--- src/rtl/ro_sched_pkg.sv ---
// Shared definitions for the readout-line scheduler: FSM state encoding,
// default sizing constants and the binary-to-Gray helper.
package ro_sched_pkg;

  localparam int unsigned DEF_NUM_CH   = 8;
  localparam int unsigned DEF_SLOT_LEN = 4;
  // Widest channel index supported (NUM_CH up to 16).
  localparam int unsigned MAX_IDX_W    = 4;

  typedef enum logic [1:0] {
    ST_IDLE  = 2'd0,
    ST_SYNC  = 2'd1,
    ST_SLOT  = 2'd2,
    ST_GUARD = 2'd3
  } state_e;

  // Reflected binary Gray code of a channel index.
  function automatic logic [MAX_IDX_W-1:0] bin2gray(input logic [MAX_IDX_W-1:0] bin);
    return bin ^ (bin >> 1'd1);
  endfunction

endpackage

--- src/rtl/ro_slot_timer.sv ---
// Slot-length down-counter. load_i arms it for a fresh slot; while count_i is
// high it counts down to zero. last_o marks the cycle before the final slot
// cycle, done_o marks the final slot cycle itself.
module ro_slot_timer
  import ro_sched_pkg::*;
#(
  parameter int unsigned SLOT_LEN = DEF_SLOT_LEN
) (
  input  logic clk_master,
  input  logic rstb,
  input  logic load_i,
  input  logic count_i,
  output logic done_o,
  output logic last_o
);

  localparam int unsigned   CW       = $clog2(SLOT_LEN);
  localparam logic [CW-1:0] LOAD_VAL = CW'(SLOT_LEN - 1);

  logic [CW-1:0] cnt_q;
  logic [CW-1:0] cnt_d;

  // Next count: reload on slot entry, otherwise count down and stop at zero.
  always_comb begin
    cnt_d = cnt_q;
    if (load_i) begin
      cnt_d = LOAD_VAL;
    end else if (count_i && (cnt_q != CW'(0))) begin
      cnt_d = cnt_q - CW'(1);
    end else begin
      cnt_d = cnt_q;
    end
  end

  // Count register, cleared asynchronously.
  always_ff @(posedge clk_master or negedge rstb) begin
    if (!rstb) begin
      cnt_q <= CW'(0);
    end else begin
      cnt_q <= cnt_d;
    end
  end

  assign done_o = count_i & (cnt_q == CW'(0));
  assign last_o = count_i & (cnt_q == CW'(1));

endmodule

--- src/rtl/ro_scheduler.sv ---
// Time-division scheduler for a tri-state readout line shared by NUM_CH
// channels. A frame is one SYNC cycle followed, per channel, by a SLOT of
// SLOT_LEN cycles and a one-cycle GUARD gap so that two drivers are never on
// the line in the same or adjacent cycles. All outputs come from flops that
// are loaded with the decode of the next state, and all of them are cleared
// asynchronously by rstb.
// Build option: define RO_SKIP_IDLE_EN to skip channels whose ch_valid bit is
// low when the next slot is chosen; otherwise every channel gets a slot.
module ro_scheduler
  import ro_sched_pkg::*;
#(
  parameter int unsigned NUM_CH   = DEF_NUM_CH,
  parameter int unsigned SLOT_LEN = DEF_SLOT_LEN
) (
  input  logic                       clk_master,
  input  logic                       rstb,
  input  logic                       enable,
  input  logic [NUM_CH-1:0]          ch_valid,
  output logic [NUM_CH-1:0]          grant,
  output logic [NUM_CH-1:0]          ch_ack,
  output logic                       frame_sync,
  output logic [$clog2(NUM_CH)-1:0]  slot_gray,
  output logic                       busy
);

  localparam int unsigned       IW    = $clog2(NUM_CH);
  localparam logic [NUM_CH-1:0] ONE   = NUM_CH'(1);
  localparam logic [NUM_CH-1:0] ZEROS = {NUM_CH{1'b0}};

  state_e          state_q, state_d;
  logic [IW-1:0]   idx_q, idx_d;

  logic [NUM_CH-1:0] grant_q, grant_d;
  logic [NUM_CH-1:0] ack_q, ack_d;
  logic              sync_q, sync_d;
  logic [IW-1:0]     gray_q, gray_d;
  logic              busy_q, busy_d;

  logic [NUM_CH-1:0] valid_s;
  logic [IW:0]       start_s;
  logic              nxt_found_s;
  logic [IW-1:0]     nxt_idx_s;
  logic              load_s;
  logic              tmr_count_s;
  logic              tmr_done_s;
  logic              tmr_last_s;

`ifdef RO_SKIP_IDLE_EN
  assign valid_s = ch_valid;
`else
  // Every channel is eligible; ch_valid has no effect in this build.
  assign valid_s = ch_valid | {NUM_CH{1'b1}};
`endif

  // Leaving SYNC the search starts at channel 0; leaving GUARD it starts just
  // above the channel that was served.
  assign start_s     = (state_q == ST_SYNC) ? {(IW+1){1'b0}} : ({1'b0, idx_q} + (IW+1)'(1));
  assign tmr_count_s = (state_q == ST_SLOT);

  // Lowest eligible channel at or above start_s.
  always_comb begin
    nxt_found_s = 1'b0;
    nxt_idx_s   = {IW{1'b0}};
    for (int k = NUM_CH - 1; k >= 0; k--) begin
      if (valid_s[k] && ((IW+1)'(k) >= start_s)) begin
        nxt_found_s = 1'b1;
        nxt_idx_s   = IW'(k);
      end else begin
        nxt_found_s = nxt_found_s;
        nxt_idx_s   = nxt_idx_s;
      end
    end
  end

  ro_slot_timer #(
    .SLOT_LEN (SLOT_LEN)
  ) u_slot_timer (
    .clk_master (clk_master),
    .rstb       (rstb),
    .load_i     (load_s),
    .count_i    (tmr_count_s),
    .done_o     (tmr_done_s),
    .last_o     (tmr_last_s)
  );

  // Next-state and channel-index logic; the frame always runs to its end
  // regardless of enable, which is only consulted in IDLE and at frame end.
  always_comb begin
    state_d = state_q;
    idx_d   = idx_q;
    load_s  = 1'b0;
    case (state_q)
      ST_IDLE: begin
        idx_d = {IW{1'b0}};
        if (enable) begin
          state_d = ST_SYNC;
        end else begin
          state_d = ST_IDLE;
        end
      end
      ST_SYNC, ST_GUARD: begin
        if (nxt_found_s) begin
          state_d = ST_SLOT;
          idx_d   = nxt_idx_s;
          load_s  = 1'b1;
        end else if (enable) begin
          state_d = ST_SYNC;
          idx_d   = {IW{1'b0}};
        end else begin
          state_d = ST_IDLE;
          idx_d   = {IW{1'b0}};
        end
      end
      ST_SLOT: begin
        if (tmr_done_s) begin
          state_d = ST_GUARD;
        end else begin
          state_d = ST_SLOT;
        end
      end
      default: begin
        state_d = ST_IDLE;
        idx_d   = {IW{1'b0}};
      end
    endcase
  end

  // Output decode of the next state, so every output is a plain flop.
  always_comb begin
    grant_d = ZEROS;
    ack_d   = ZEROS;
    sync_d  = (state_d == ST_SYNC);
    busy_d  = (state_d != ST_IDLE);
    gray_d  = {IW{1'b0}};
    if (state_d == ST_SLOT) begin
      grant_d = ONE << idx_d;
    end else begin
      grant_d = ZEROS;
    end
    if ((state_d == ST_SLOT) || (state_d == ST_GUARD)) begin
      gray_d = IW'(bin2gray(MAX_IDX_W'(idx_d)));
    end else begin
      gray_d = {IW{1'b0}};
    end
    // The slot stays on the same channel when the timer says the next
    // cycle is the last one, so ack that channel then.
    if (tmr_last_s) begin
      ack_d = ONE << idx_q;
    end else begin
      ack_d = ZEROS;
    end
  end

  // State, index and output registers; reset releases the line immediately.
  always_ff @(posedge clk_master or negedge rstb) begin
    if (!rstb) begin
      state_q <= ST_IDLE;
      idx_q   <= {IW{1'b0}};
      grant_q <= ZEROS;
      ack_q   <= ZEROS;
      sync_q  <= 1'b0;
      gray_q  <= {IW{1'b0}};
      busy_q  <= 1'b0;
    end else begin
      state_q <= state_d;
      idx_q   <= idx_d;
      grant_q <= grant_d;
      ack_q   <= ack_d;
      sync_q  <= sync_d;
      gray_q  <= gray_d;
      busy_q  <= busy_d;
    end
  end

  assign grant      = grant_q;
  assign ch_ack     = ack_q;
  assign frame_sync = sync_q;
  assign slot_gray  = gray_q;
  assign busy       = busy_q;

endmodule
--- config.mk ---
export PLATFORM = sky130hd
export DESIGN_NAME = ro_scheduler
export DESIGN_NICKNAME = d
export VERILOG_FILES = /design/src/rtl/ro_sched_pkg.sv /design/src/rtl/ro_slot_timer.sv /design/src/rtl/ro_scheduler.sv
export SDC_FILE = /design/constraint.sdc
export NUM_CORES = 1
export LEC_CHECK = 0
export CORE_MARGIN = 2
export CORE_UTILIZATION = 40
export DETAILED_ROUTE_END_ITERATION = 6
export PLACE_DENSITY = 0.68
export SYNTH_ARGS = -nofsm -noshare
export SYNTH_HDL_FRONTEND = slang
export SYNTH_SLANG_ARGS = --single-unit
--- constraint.sdc ---
create_clock -name clk_master -period 3 [get_ports clk_master]
set_clock_uncertainty 0.2 [all_clocks]
set_input_delay 0.45 -clock clk_master [delete_from_list [all_inputs] [get_ports clk_master]]
set_output_delay 0.45 -clock clk_master [all_outputs]
set_load 0.01 [all_outputs]
## After elaboration in Yosys (flattened, before gate mapping)

Index checks and enable logic that the tools add are counted.

- Add/sub/neg operators: 2
- $lt $le $gt $ge: 8
- Eq/ne operators: 7
- Shifts and indexed selects: 2
- Multiplexer cells: 30
- Bitwise gates (word level): 3
- Reductions and logical operators: 8

Operators with widths:

| kind | number |
|---|---|
| 3-bit 2-to-1 mux | 10 |
| 3-bit by 4-bit >= comparator with 1-bit output, first input constant | 4 |
| 8-bit 2-to-1 mux | 2 |
| 1-bit by 3-bit << shifter with 8-bit output, first input constant | 2 |
| 1-bit 2-to-1 mux | 12 |
| 2-bit equality test, second input constant | 4 |
| 1-bit by 4-bit >= comparator with 1-bit output, first input constant | 2 |
| 2-bit by 4-bit >= comparator with 1-bit output, first input constant | 2 |
| 2-bit by 1-bit equality test with 1-bit output, second input constant | 3 |
| 2-bit 2-to-1 mux | 3 |
| 2-bit one-hot mux with 3 select lines | 1 |
| 3-bit one-hot mux with 2 select lines | 1 |
| 2-bit nonzero test | 3 |
| 3-bit by 1-bit adder with 4-bit output, second input constant | 1 |
| 2-bit zero test | 2 |
| 4-bit 2-to-1 mux | 1 |
| 3-bit by 2-bit XOR with 3-bit output | 1 |
| 1-bit AND | 2 |
| 2-bit OR reduction | 1 |
| 2-bit by 1-bit subtractor with 2-bit output, second input constant | 1 |
| 1-bit logical AND | 1 |
| 1-bit logical OR | 1 |

- Flip-flop bits (word level): 28
- Input bits: 11
- Output and inout port bits: 21

## Longest topological paths before layout

Gate-level depths: netlist of the first run.

- Depth in word-level cells: 16
- Gate-level depth with buffers: 7

## Cells and area by module

Synthesis of the first run repeated with hierarchy kept, for this count alone.

- Cells, all modules: 101
- Area total of the unflattened synthesis: 1232.4 um^2

By module, submodules not included:

| module | instances | cells an instance | area each (um^2) | seq. area each (um^2) |
|---|---|---|---|---|
| ro_scheduler | 1 | 87 | 1092.3 | 650.6 |
| ro_slot_timer | 1 | 14 | 140.1 | 50.0 |

## Least setup slack after synthesis of the first run

Ideal clock, no wire load.

- Path type: reg2reg
- From: register idx_q[0]
- To: register grant_q[0], in the netlist grant[0]
- Library setup time: 0.120 ns
- Data arrival time: 1.522 ns
- Path slack: 1.159 ns
- Stages on the path, launching flop included: 6
- Buffers on the path: 0
- Cell sequence: dfrtp_1 ha_1 ha_1 nand3b_2 o22a_4 and3_1

- Longest elaborated chain between the ends: 15

Ends and longest elaborated chain:

| item | RTL line | source |
|---|---|---|
| from (decl) | ro_scheduler.sv:31 | `logic [IW-1:0] idx_q, idx_d;` |
| from (signal assigned) | ro_scheduler.sv:158 | `idx_q <= {IW{1'b0}};` |
| from (signal assigned) | ro_scheduler.sv:166 | `idx_q <= idx_d;` |
| 3-bit by 1-bit adder with 4-bit output | ro_scheduler.sv:57 | `assign start_s = (state_q == ST_SYNC) ? {(IW+1){1'b0}} : ({1'b0, idx_q} + (IW+1)'(1));` |
| 4-bit 2-to-1 mux | ro_scheduler.sv:57 |  |
| 3-bit by 4-bit >= comparator with 1-bit output | ro_scheduler.sv:65 | `if (valid_s[k] && ((IW+1)'(k) >= start_s)) begin` |
| 1-bit 2-to-1 mux or 3-bit 2-to-1 mux (tied branches) (8 in a row) | ro_scheduler.sv:65 |  |
| 2-bit 2-to-1 mux or 3-bit 2-to-1 mux (tied branches) | ro_scheduler.sv:102 | `if (nxt_found_s) begin` |
| 2-bit one-hot mux with 3 select lines or 3-bit one-hot mux with 2 select lines (tied branches) | ro_scheduler.sv:92 | `case (state_q)` |
| 2-bit equality test or 1-bit by 3-bit << shifter with 8-bit output (tied branches) | ro_scheduler.sv:135, ro_scheduler.sv:136 |  |
| 8-bit 2-to-1 mux (*) | ro_scheduler.sv:135 | `if (state_d == ST_SLOT) begin` |
| net grant_d[0] | ro_scheduler.sv:33 | `logic [NUM_CH-1:0] grant_q, grant_d;` |
| to (signal assigned) | ro_scheduler.sv:167 | `grant_q <= grant_d;` |
| to (decl) | ro_scheduler.sv:33 |  |

Mark *: on every way through the listed nets, which the timed path passes. The rest lies on a longest branch.
A chain may end at the register's enable or synchronous reset.

## Worst setup path in the final report of the first run

- From: register idx_q[0]
- To: register grant_q[5], in the netlist grant[5]

- Longest elaborated chain between the ends: 15

Ends and longest elaborated chain:

| item | RTL line | source |
|---|---|---|
| 3-bit by 1-bit adder with 4-bit output (*) | ro_scheduler.sv:57 |  |
| 4-bit 2-to-1 mux (*) | ro_scheduler.sv:57 |  |
| 3-bit by 4-bit >= comparator with 1-bit output | ro_scheduler.sv:65 |  |
| 3-bit 2-to-1 mux or 1-bit 2-to-1 mux (tied branches) (8 in a row) | ro_scheduler.sv:65 |  |
| 3-bit 2-to-1 mux (*) | ro_scheduler.sv:102 |  |
| 3-bit one-hot mux with 2 select lines (*) | ro_scheduler.sv:92 |  |
| net idx_d[2] | ro_scheduler.sv:31 |  |
| 1-bit by 3-bit << shifter with 8-bit output (*) | ro_scheduler.sv:136 | `grant_d = ONE << idx_d;` |
| 8-bit 2-to-1 mux (*) | ro_scheduler.sv:135 |  |
| net grant_d[5] | ro_scheduler.sv:33 |  |

Marks and branches as above.

==> qor.csv, run 1 <==
stage,metric,value,unit
status,outcome,finished clean,
power_and_ir_drop,clock group share of total power,12.8,%
sta,RSZ-0062 raised after global routing,no,
global_route,largest net degree at the start of global routing,29,
sta,setup violators final,0,
global_route,number of global-route vias before repair,705,
drt,vias,743,
setup_path,CP max stage delay,0.48,ns
logic_synthesis,Syn Nets,119,
logic_synthesis,adder-cell share of the synthesized area,12.3,%
logic_synthesis,Post-Syn Instances,96,
power_and_ir_drop,switching share of power,36.1,%
hold_path,hold crit path type,input pin to asynchronous set/reset pin,
logic_synthesis,Most used DFF post-synth,dfrtp_1,
placement,placer congestion estimate,0.779,
clock_tree,CTS root buffer,clkbuf_4,
setup_path,Worst Setup Start Kind,register,
sta,"Hold Violations, Final",0,
power_and_ir_drop,Pint,0.000877,W
setup_path,"delay-heaviest family, CP",adder cells,
drt,TritonRoute pass-1 iters,4,
sta,post-route minimum period,1.98,ns
floorplanning,num rows,20,
global_route,gr usage total,12.4,%
drt,DR vias/cell,4.79,
logic_synthesis,mux share of post-synthesis cell area,1.94,%
sta,Max Transition Viols Final,0,
logic_synthesis,"EDFF count, synth",0,
clock_tree,CTS Buffer Depth,2,
floorplanning,Die H,59.3,µm
power_and_ir_drop,Worst IR Drop VDD,0.000453,V
logic_synthesis,leading area contributor after synthesis,dfrtp_1,
power_and_ir_drop,sw power,0.000495,W
sta,measured slew at the worst slew-check pin,0.467,ns
logic_synthesis,Synth Area in Simple Gates,14.2,%
final_layout,Post-Layout Cell Count,155,
global_route,GRT overflow,0,
logic_synthesis,Synth Area in XOR/XNOR,1.43,%
drt,ANT nets after route,0,
clock_tree,"Hold-fix buffers, CTS",0,
clock_tree,"Gates resized, CTS repair",0,
clock_tree,total CTS buffers,3,
logic_synthesis,Synth Area in Compound Gates,7.37,%
drt,routed wire length,1840,µm
final_layout,share of cells above drive strength 1,11.5,%
drt,Post-route DRC,0,
logic_synthesis,Unique masters post-synth,29,
final_layout,n_diodes,0,
setup_path,crit path DAT,2.05,ns
power_and_ir_drop,leakage,0.765,nW
logic_synthesis,share of the synthesized area in the top cell type,57.3,%
global_route,global-route wire length before repair,3190,µm
logic_synthesis,Seq cells post-synth,28,
setup_path,WP data required,3.06,ns
global_route,antenna violations before repair,0,
logic_synthesis,sequential share of the synthesized area,57.3,%
logic_synthesis,syn_area_per_cell,12.7,µm²
job,Max-Cap Viols,0,
logic_synthesis,synth top area cells,"dfrtp_1 57%, ha_1 12%, and3_1 5.1%",
power_and_ir_drop,pwr dens,903,nW/µm²
logic_synthesis,"FFs w/ async S/R, synth",100,%
setup_path,Crit-path slowest cell,dfrtp_1,
sta,fin crit share,66.1,%
sta,slew margin rel.,68.9,%
setup_path,CP Class,register to register,
clock_tree,CTS tree,built,
floorplanning,Starting Density,41.1,%
setup_path,worst-path maximum fanout,7,
floorplanning,core area,2980,µm²
power_and_ir_drop,sequential group share of total power,42.1,%
logic_synthesis,Mapped Area,1220,µm²
setup_path,crit-path most repeated cell,ha_1,
logic_synthesis,Syn. warnings,0,
sta,max frequency,504,MHz
sta,total negative slack,0,ns
final_layout,nets,146,
placement,Placement Setup Slack,1.03,ns
floorplanning,DIE AREA,3510,µm²
placement,Final HPWL DP,1350,µm
clock_tree,Worst-Skew Late Latency,0.32,ns
setup_path,cells along the critical path,ha_1 > ha_1 > nand3b_2 > o22a_4 > inv_4 > and3_1,
setup_path,"Buf+Inv Stages, Crit Path",1,
logic_synthesis,largest family of logic cells by synthesized area,simple AND/OR/NAND/NOR gates,
placement,placed cells,151,
floorplanning,Die X,59.3,µm
clock_tree,clock-pin slew on the worst setup and hold paths,0.14,ns
clock_tree,Sink Count,28,
clock_tree,H-tree level count,1,
setup_path,CP Capture Type,register,
sta,setup ws final,1.02,ns
final_layout,area added between synthesis and finish,24.3,%
power_and_ir_drop,combinational power share,45.1,%
floorplanning,Boundary Pins,32,
placement,PortBufs,23,
drt,drt wl/cell,11.9,µm
drt,DRT iter0 DRCs,13,
clock_tree,Setup Buffers After CTS,0,
[area by class of cell]
cell class | instances | area (µm²)
Sequential cell | 28 | 701
Multi-Input combinational cell | 54 | 455
Clock buffer | 4 | 36.3
Timing Repair Buffer | 24 | 238
Inverter | 12 | 47.5
Fill cell | 265 | 1460
Tap cell | 33 | 41.3
[cell families after synthesis]
kind of cell             Yosys count
buffers and inverters             14
AND/OR/NAND/NOR                   31
flip-flops                        28
XOR/XNOR                           2
multiplexers                       2
AO/OA/AOI/OAI                      7
adder cells (fa/ha/maj)           12
[synthesized netlist by cell type, types with 2 or more instances]
cell      number
nor2_1         5
nand2_1        5
inv_2          2
inv_1          9
nand2b_1       2
dfrtp_1       28
nor3_1         3
and3_1        10
ha_1          12
[registers in the layout, indices dropped and copies added (netlist names)]
name                cells
frame_sync              1
busy                    1
state_q                 2
idx_q                   3
grant                   8
ch_ack                  8
slot_gray               3
u_slot_timer.cnt_q      2
[layer usage]
metal / vias up / track usage, % / share of wire [%]
li1: 366 / - / -
met1: 358 / 14.9 / 45
met2: 17 / 20.6 / 49
met3: 2 / 3.49 / 4.1
met4: 0 / 5.84 / 1.8
met5: - / 0 / 0
[power groups by stage]
stage	registers (W)	clock network [W]	logic (W)
final	0.000577	0.000176	0.000619
after global routing	0.000593	0.000199	0.000701
after CTS	0.000579	0.000183	0.000628
after detailed placement	0.000588	0	0.000625
after global placement	0.000580	0	0.000613
after floorplan	0.000587	0	0.000395
[cells in the final DEF (no fill, tap or decap), drive strengths merged]
master / n
ha: 12
o32a: 1
a21oi: 1
nand3b: 1
o21ai: 1
xnor2: 1
nor2: 5
nand2: 5
and3: 11
and2: 1
clkbuf: 4
inv: 12
xor2: 1
nor3: 3
nand3: 1
nand2b: 2
o22a: 1
o32ai: 1
nand4: 1
nor2b: 1
a21bo: 1
buf: 1
a2bb2oi: 1
clkdlybuf4s50: 23
mux2i: 2
dfrtp: 28
[metrics by stage]
step	hold slack, ns	cell area [µm²]	utilization [%]	power [W]
6_report	0.272	1520	51.0	0.00137
5_1_grt	0.287	1520	51.0	0.00149
4_1_cts	0.278	1520	51.0	0.00139
3_5_place_dp	0.330	1480	49.8	0.00121
3_3_place_gp	0.305	1480	49.8	0.00119
2_1_floorplan	-0.0456	1220	-	0.000982
[path summary, 6_finish.rpt]
kind	slack [ns]	startpoint	cells after the start	end
max	1.02	idx_q[0]$_DFF_PN0_	6	grant[5]$_DFF_PN0_
min	0.27	rstb	2	slot_gray[1]$_DFF_PN0_
max reg2reg	1.02	idx_q[0]$_DFF_PN0_	6	grant[5]$_DFF_PN0_
min reg2reg	0.36	u_slot_timer.cnt_q[1]$_DFFE_PN0P_	1	u_slot_timer.cnt_q[1]$_DFFE_PN0P_
max in group asynchronous	2.07	rstb	2	idx_q[0]$_DFF_PN0_
min in group clk_master	0.36	u_slot_timer.cnt_q[1]$_DFFE_PN0P_	1	u_slot_timer.cnt_q[1]$_DFFE_PN0P_
Note: power is estimated with default switching activity, not from simulation.
==> run 2: changes to the inputs <==
--- a/config.mk
+++ b/config.mk
@@ -8,7 +8,7 @@
 export CORE_MARGIN = 2
 export CORE_UTILIZATION = 40
 export DETAILED_ROUTE_END_ITERATION = 6
-export PLACE_DENSITY = 0.68
+export PLACE_DENSITY = 0.7
 export SYNTH_ARGS = -nofsm -noshare
 export SYNTH_HDL_FRONTEND = slang
 export SYNTH_SLANG_ARGS = --single-unit
==> constraint.sdc (replaced) <==
create_clock -name clk_master -period 1.7 [get_ports clk_master]
set_clock_uncertainty 0.2 [all_clocks]
set_input_delay 0.255 -clock clk_master [delete_from_list [all_inputs] [get_ports clk_master]]
set_output_delay 0.255 -clock clk_master [all_outputs]
set_load 0.01 [all_outputs]
==> run 2 against run 1 <==
  * The flow now finishes with violations (setup timing)
  * Sequential cell count unchanged
  * Non-clock buffer count up 14
  * Critical path depth unchanged
  * Setup slack worse by 1.1 ns
  * Sequential share of layout area down 6.3 points
  * Power up 110%
  * Count of clock-buffer cells in the layout down 1
==> qor.csv, run 2 (synthesis gave the netlist of run 1 again) <==
stage,metric,value,unit
status,outcome,"finished, violations left",
status,failing checks,setup timing,
floorplanning,DIE AREA,3510,µm²
power_and_ir_drop,Pint,0.00180,W
power_and_ir_drop,sequential group share of total power,34.3,%
floorplanning,Die X,59.3,µm
sta,setup violators final,10,
setup_path,CP Class,register to register,
drt,DR vias/cell,4.90,
sta,fin crit share,105,%
final_layout,share of cells above drive strength 1,31.1,%
power_and_ir_drop,Tot Pwr,0.00288,W
clock_tree,H-tree level count,1,
final_layout,"leading cell type in the layout, fill and taps excluded",dfrtp_1,
global_route,antenna violations before repair,0,
sta,Max Transition Viols Final,0,
clock_tree,CTS Buffer Depth,2,
power_and_ir_drop,sw power,0.00108,W
drt,top sig layer,met3,
drt,Post-route DRC,0,
setup_path,crit-path most repeated cell,ha_4,
sta,slew margin rel.,77.5,%
final_layout,area added between synthesis and finish,44.3,%
placement,placed cells,162,
setup_path,worst-path maximum fanout,7,
drt,WL met2,1260,µm
power_and_ir_drop,pwr dens,1630,nW/µm²
global_route,gr usage total,15.3,%
global_route,GRT overflow,0,
drt,vias,823,
power_and_ir_drop,leakage,1.03,nW
clock_tree,CTS tree,built,
drt,TritonRoute pass-1 iters,4,
drt,drt wl/cell,13.9,µm
placement,placer congestion estimate,0.768,
final_layout,n_diodes,0,
power_and_ir_drop,combinational power share,56.7,%
sta,RSZ-0062 raised after global routing,yes,
setup_path,CP max stage delay,0.47,ns
job,Max-Cap Viols,0,
setup_path,"Buf+Inv Stages, Crit Path",1,
drt,Post-Route M1 WL,977,µm
power_and_ir_drop,switching share of power,37.5,%
floorplanning,Starting Density,41.1,%
final_layout,most frequent cells in the layout,"26 x dfrtp_1, 14 x buf_4, 13 x dlymetal6s2s_1, 10 x and3_1, 10 x clkdlybuf4s50_1",
floorplanning,Boundary Pins,32,
setup_path,Worst Setup Start Kind,register,
setup_path,CP Capture Type,register,
clock_tree,CTS root buffer,clkbuf_4,
sta,max frequency,561,MHz
hold_path,hold crit path type,input pin to asynchronous set/reset pin,
clock_tree,Worst-Skew Late Latency,0.31,ns
final_layout,Post-Layout Cell Count,168,
drt,DRT iter0 DRCs,9,
sta,measured slew at the worst slew-check pin,0.337,ns
setup_path,WP data required,1.76,ns
setup_path,Crit-path slowest cell,dfrtp_2,
floorplanning,num rows,20,
floorplanning,Die H,59.3,µm
power_and_ir_drop,Worst IR Drop VDD,0.00112,V
clock_tree,clock-pin slew on the worst setup and hold paths,0.14,ns
setup_path,"delay-heaviest family, CP",flip-flops,
global_route,largest net degree at the start of global routing,29,
floorplanning,core area,2980,µm²
drt,ANT nets after route,0,
clock_tree,total CTS buffers,3,
sta,setup ws final,-0.0817,ns
placement,Final HPWL DP,1670,µm
placement,PortBufs,23,
final_layout,nets,160,
drt,routed wire length,2340,µm
setup_path,cells along the critical path,ha_4 > ha_4 > nand3b_4 > o22a_4 > inv_4 > and3_1,
sta,"Hold Violations, Final",0,
drt,met3 wire length,104,µm
setup_path,crit path DAT,1.84,ns
global_route,global-route wire length before repair,4020,µm
global_route,number of global-route vias before repair,881,
sta,post-route minimum period,1.78,ns
clock_tree,Sink Count,28,
power_and_ir_drop,clock group share of total power,9.0,%
[run 2: metal layers]
layer / vias to the layer above / track usage [%]
li1: 392 / -
met1: 413 / 18.1
met2: 18 / 27.9
met3: 0 / 4.37
met4: 0 / 1.95
met5: - / 0
[run 2: per-stage QoR]
step,hold slack (ns),util [%],instance area [µm²],setup TNS (ns),worst slack [ns]
after floorplan,-0.241,-,1260,-0.113,-0.0340
after global placement,0.307,53.9,1610,-0.374,-0.0617
after detailed placement,0.318,53.9,1610,-0.692,-0.125
after CTS,0.109,57.6,1710,-0.717,-0.102
after global routing,0.125,59.2,1760,-1.06,-0.124
final,0.0984,59.2,1760,-0.569,-0.0817
[run 2: timing repair]
item / CTS / global route
buffers inserted: 3 / 0
resized for setup: 11 / 17
pin swaps: 4 / 3
hold buffers: 0 / 0
endpoints found under the setup margin: 10 / 25
[run 2: cell type report]
class,count,area (µm²)
fillers,243,1210
multi-input cells,54,571
repair buffers,38,379
inverters,12,47.5
flip-flops and latches,28,703
clock buffers,3,22.5
well taps,33,41.3
[run 2: final timing paths]
| path | slack [ns] | from | cells past startpoint | endpoint |
|---|---|---|---|---|
| worst max-delay path | -0.08 | idx_q[0]$_DFF_PN0_ | 6 | grant[4]$_DFF_PN0_ |
| worst min-delay path | 0.1 | rstb | 2 | grant[3]$_DFF_PN0_ |
| worst max register to register | -0.08 | idx_q[0]$_DFF_PN0_ | 6 | grant[4]$_DFF_PN0_ |
| worst min register to register | 0.34 | u_slot_timer.cnt_q[1]$_DFFE_PN0P_ | 1 | u_slot_timer.cnt_q[1]$_DFFE_PN0P_ |
| max in group asynchronous | 0.93 | rstb | 2 | state_q[0]$_DFF_PN0_ |
| min in group clk_master | 0.34 | u_slot_timer.cnt_q[1]$_DFFE_PN0P_ | 1 | u_slot_timer.cnt_q[1]$_DFFE_PN0P_ |
[run 2: power groups by stage]
stage                     logic (W)  registers (W)  clock network (W)
final                       0.00163       0.000990           0.000259
after global routing        0.00181        0.00102           0.000302
after CTS                   0.00161       0.000989           0.000271
after detailed placement    0.00142       0.000987                  0
after global placement      0.00137       0.000977                  0
after floorplan            0.000774        0.00104                  0
==> run 3: changes to the inputs <==
--- a/config.mk
+++ b/config.mk
@@ -5,7 +5,6 @@
 export SDC_FILE = /design/constraint.sdc
 export NUM_CORES = 1
 export LEC_CHECK = 0
-export CORE_MARGIN = 2
 export CORE_UTILIZATION = 40
 export DETAILED_ROUTE_END_ITERATION = 6
 export PLACE_DENSITY = 0.7
==> run 3 against run 2 <==
  * The flow finishes with violations (DRC, setup timing)
  * Critical endpoint is now grant[5]$_DFF_PN0_
  * Highest routed layer is now met4
  * Die area decreased by 6.6%
  * Sequential cell count stayed put
  * Fmax rose by 0.23%
  * Wire length is 2.2% lower
  * Hold slack got worse by 0.012 ns
  * Power rose by 7.7%
  * Register-to-register slack about the same
  * Sequential share of layout area is 1.5 points lower
  * Final cell count up 3.0%
==> qor.csv, run 3 (synthesis gave the netlist of run 1 again) <==
stage,metric,value,unit
final_layout,Post-Layout Cell Count,173,
sta,Max Transition Viols Final,0,
drt,drt wl/cell,13.2,µm
setup_path,R2R Setup Slk,-0.08,ns
sta,post-route minimum period,1.78,ns
floorplanning,Boundary Pins,32,
floorplanning,num rows,19,
sta,setup ws final,-0.0777,ns
floorplanning,Die H,57.3,µm
placement,Final HPWL DP,1550,µm
power_and_ir_drop,Tot Pwr,0.00310,W
sta,WHS,0.0867,ns
clock_tree,Worst-Skew Late Latency,0.31,ns
floorplanning,core area,2830,µm²
global_route,number of global-route vias before repair,844,
placement,Placement Setup Slack,-0.0887,ns
clock_tree,H-tree level count,1,
drt,DR vias/cell,4.78,
hold_path,hold crit path type,input pin to asynchronous set/reset pin,
setup_path,CP Class,register to register,
placement,placed cells,160,
power_and_ir_drop,clock group share of total power,9.8,%
power_and_ir_drop,combinational power share,58.1,%
floorplanning,Die X,57.3,µm
setup_path,cells along the critical path,ha_4 > ha_4 > nand3b_4 > o22a_4 > inv_4 > and3_1,
power_and_ir_drop,Worst IR Drop VDD,0.00105,V
status,failing checks,"DRC, setup timing",
sta,slew margin rel.,77.5,%
power_and_ir_drop,pwr dens,1690,nW/µm²
global_route,antenna violations before repair,0,
clock_tree,clock-pin slew on the worst setup and hold paths,0.14,ns
setup_path,crit path DAT,1.83,ns
sta,"Hold Violations, Final",0,
clock_tree,total CTS buffers,3,
setup_path,worst-path maximum fanout,7,
setup_path,FF-to-FF End,grant[5]$_DFF_PN0_,
power_and_ir_drop,sw power,0.00113,W
setup_path,r2r startpoint,idx_q[0]$_DFF_PN0_,
sta,RSZ-0062 raised after global routing,yes,
final_layout,n_diodes,0,
final_layout,"leading cell type in the layout, fill and taps excluded",dfrtp_1,
sta,fin crit share,105,%
drt,DRT iter0 DRCs,16,
setup_path,Reg2Reg Depth,6,
clock_tree,Sink Count,28,
setup_path,CP max stage delay,0.48,ns
clock_tree,"Hold-fix buffers, CTS",0,
global_route,largest net degree at the start of global routing,29,
global_route,GRT overflow,0,
power_and_ir_drop,sequential group share of total power,32.0,%
drt,ANT nets after route,0,
clock_tree,CTS Buffer Depth,2,
drt,routed wire length,2290,µm
sta,measured slew at the worst slew-check pin,0.337,ns
setup_path,crit-path most repeated cell,ha_4,
sta,max frequency,563,MHz
final_layout,share of cells above drive strength 1,35.9,%
setup_path,Worst Setup Start Kind,register,
placement,PortBufs,23,
clock_tree,CTS tree,built,
floorplanning,DIE AREA,3280,µm²
global_route,global-route wire length before repair,3770,µm
final_layout,nets,166,
setup_path,CP Capture Type,register,
floorplanning,Starting Density,43.2,%
power_and_ir_drop,leakage,1.08,nW
placement,placer congestion estimate,0.773,
setup_path,Crit-path slowest cell,dfrtp_2,
sta,setup violators final,11,
power_and_ir_drop,Pint,0.00198,W
status,outcome,"finished, violations left",
power_and_ir_drop,switching share of power,36.3,%
clock_tree,CTS root buffer,clkbuf_4,
drt,vias,827,
final_layout,Fill cells,216,
global_route,gr usage total,15.4,%
setup_path,WP data required,1.75,ns
final_layout,area added between synthesis and finish,50.3,%
final_layout,Finished Core Util,64.9,%
drt,Post-route DRC,4,
drt,TritonRoute pass-1 iters,7,
job,Max-Cap Viols,0,
final_layout,most frequent cells in the layout,"25 x dfrtp_1, 20 x buf_4, 13 x dlymetal6s2s_1, 10 x clkdlybuf4s50_1, 9 x and3_1",
-- run 3: cell types whose count changed in the layout (fill, tap and decap cells not counted), sizes merged --
cell / previous run / this run
clkbuf: 3 / 4
buf: 15 / 21
-- run 3: worst max path at each step --
stage | start | endpoint | slack [ns] | depth (start not counted)
2_1_floorplan | idx_q[0]$_DFF_PN0_ | grant[0]$_DFF_PN0_ | -0.03 | 7
3_3_place_gp | idx_q[1]$_DFF_PN0_ | grant[0]$_DFF_PN0_ | -0.08 | 5
3_5_place_dp | idx_q[1]$_DFF_PN0_ | grant[0]$_DFF_PN0_ | -0.09 | 5
4_1_cts | idx_q[0]$_DFF_PN0_ | grant[5]$_DFF_PN0_ | -0.07 | 6
5_1_grt | idx_q[0]$_DFF_PN0_ | grant[5]$_DFF_PN0_ | -0.14 | 6
6_report | idx_q[0]$_DFF_PN0_ | grant[5]$_DFF_PN0_ | -0.08 | 6
-- run 3: area by class of cell --
type / count / area [µm²] / share of cell area, %
well taps: 31 / 38.8 / 2.11
flip-flops and latches: 28 / 704 / 38.4
clock buffers: 4 / 36.3 / 1.98
multi-input cells: 54 / 586 / 31.9
repair buffers: 44 / 424 / 23.1
inverters: 12 / 47.5 / 2.59
-- run 3: stage by stage --
step	cell area (µm²)	setup TNS, ns
6_report	1840	-0.487
3_5_place_dp	1600	-0.675
4_1_cts	1720	-0.513
2_1_floorplan	1260	-0.113
5_1_grt	1840	-1.17
3_3_place_gp	1600	-0.510
-- run 3: what timing repair did --
| action | in CTS | in global routing |
|---|---|---|
| setup endpoints to repair | 10 | 25 |
| endpoints found under the hold margin | 0 | 0 |
| buffers inserted | 4 | 5 |
| resized for setup | 10 | 22 |
| pin swaps | 7 | 5 |
-- run 3: per-layer routing --
metal / GRT usage [%] / wire length (µm) / up-vias
li1: - / - / 405
met1: 18.2 / 911 / 404
met2: 27.2 / 1280 / 16
met3: 2.04 / 64 / 2
met4: 8.36 / 27 / 0
met5: 0 / 0 / -
-- run 3: worst max-delay path, delay by kind of cell (launching register included) --
kind | cells | cell delay (ns)
AND/OR/NAND/NOR | 2 | 0.30
adder cells (fa/ha/maj) | 2 | 0.39
flip-flops | 1 | 0.48
buffers and inverters | 1 | 0.08
AO/OA/AOI/OAI | 1 | 0.27
-- run 3: power by group through the flow --
stage               logic [W]  registers (W)  clock network, W
finish                0.00180       0.000995          0.000305
global route          0.00197        0.00102          0.000360
CTS                   0.00159       0.000989          0.000324
detailed placement    0.00140       0.000988                 0
global placement      0.00136       0.000981                 0
floorplan            0.000774        0.00104                 0
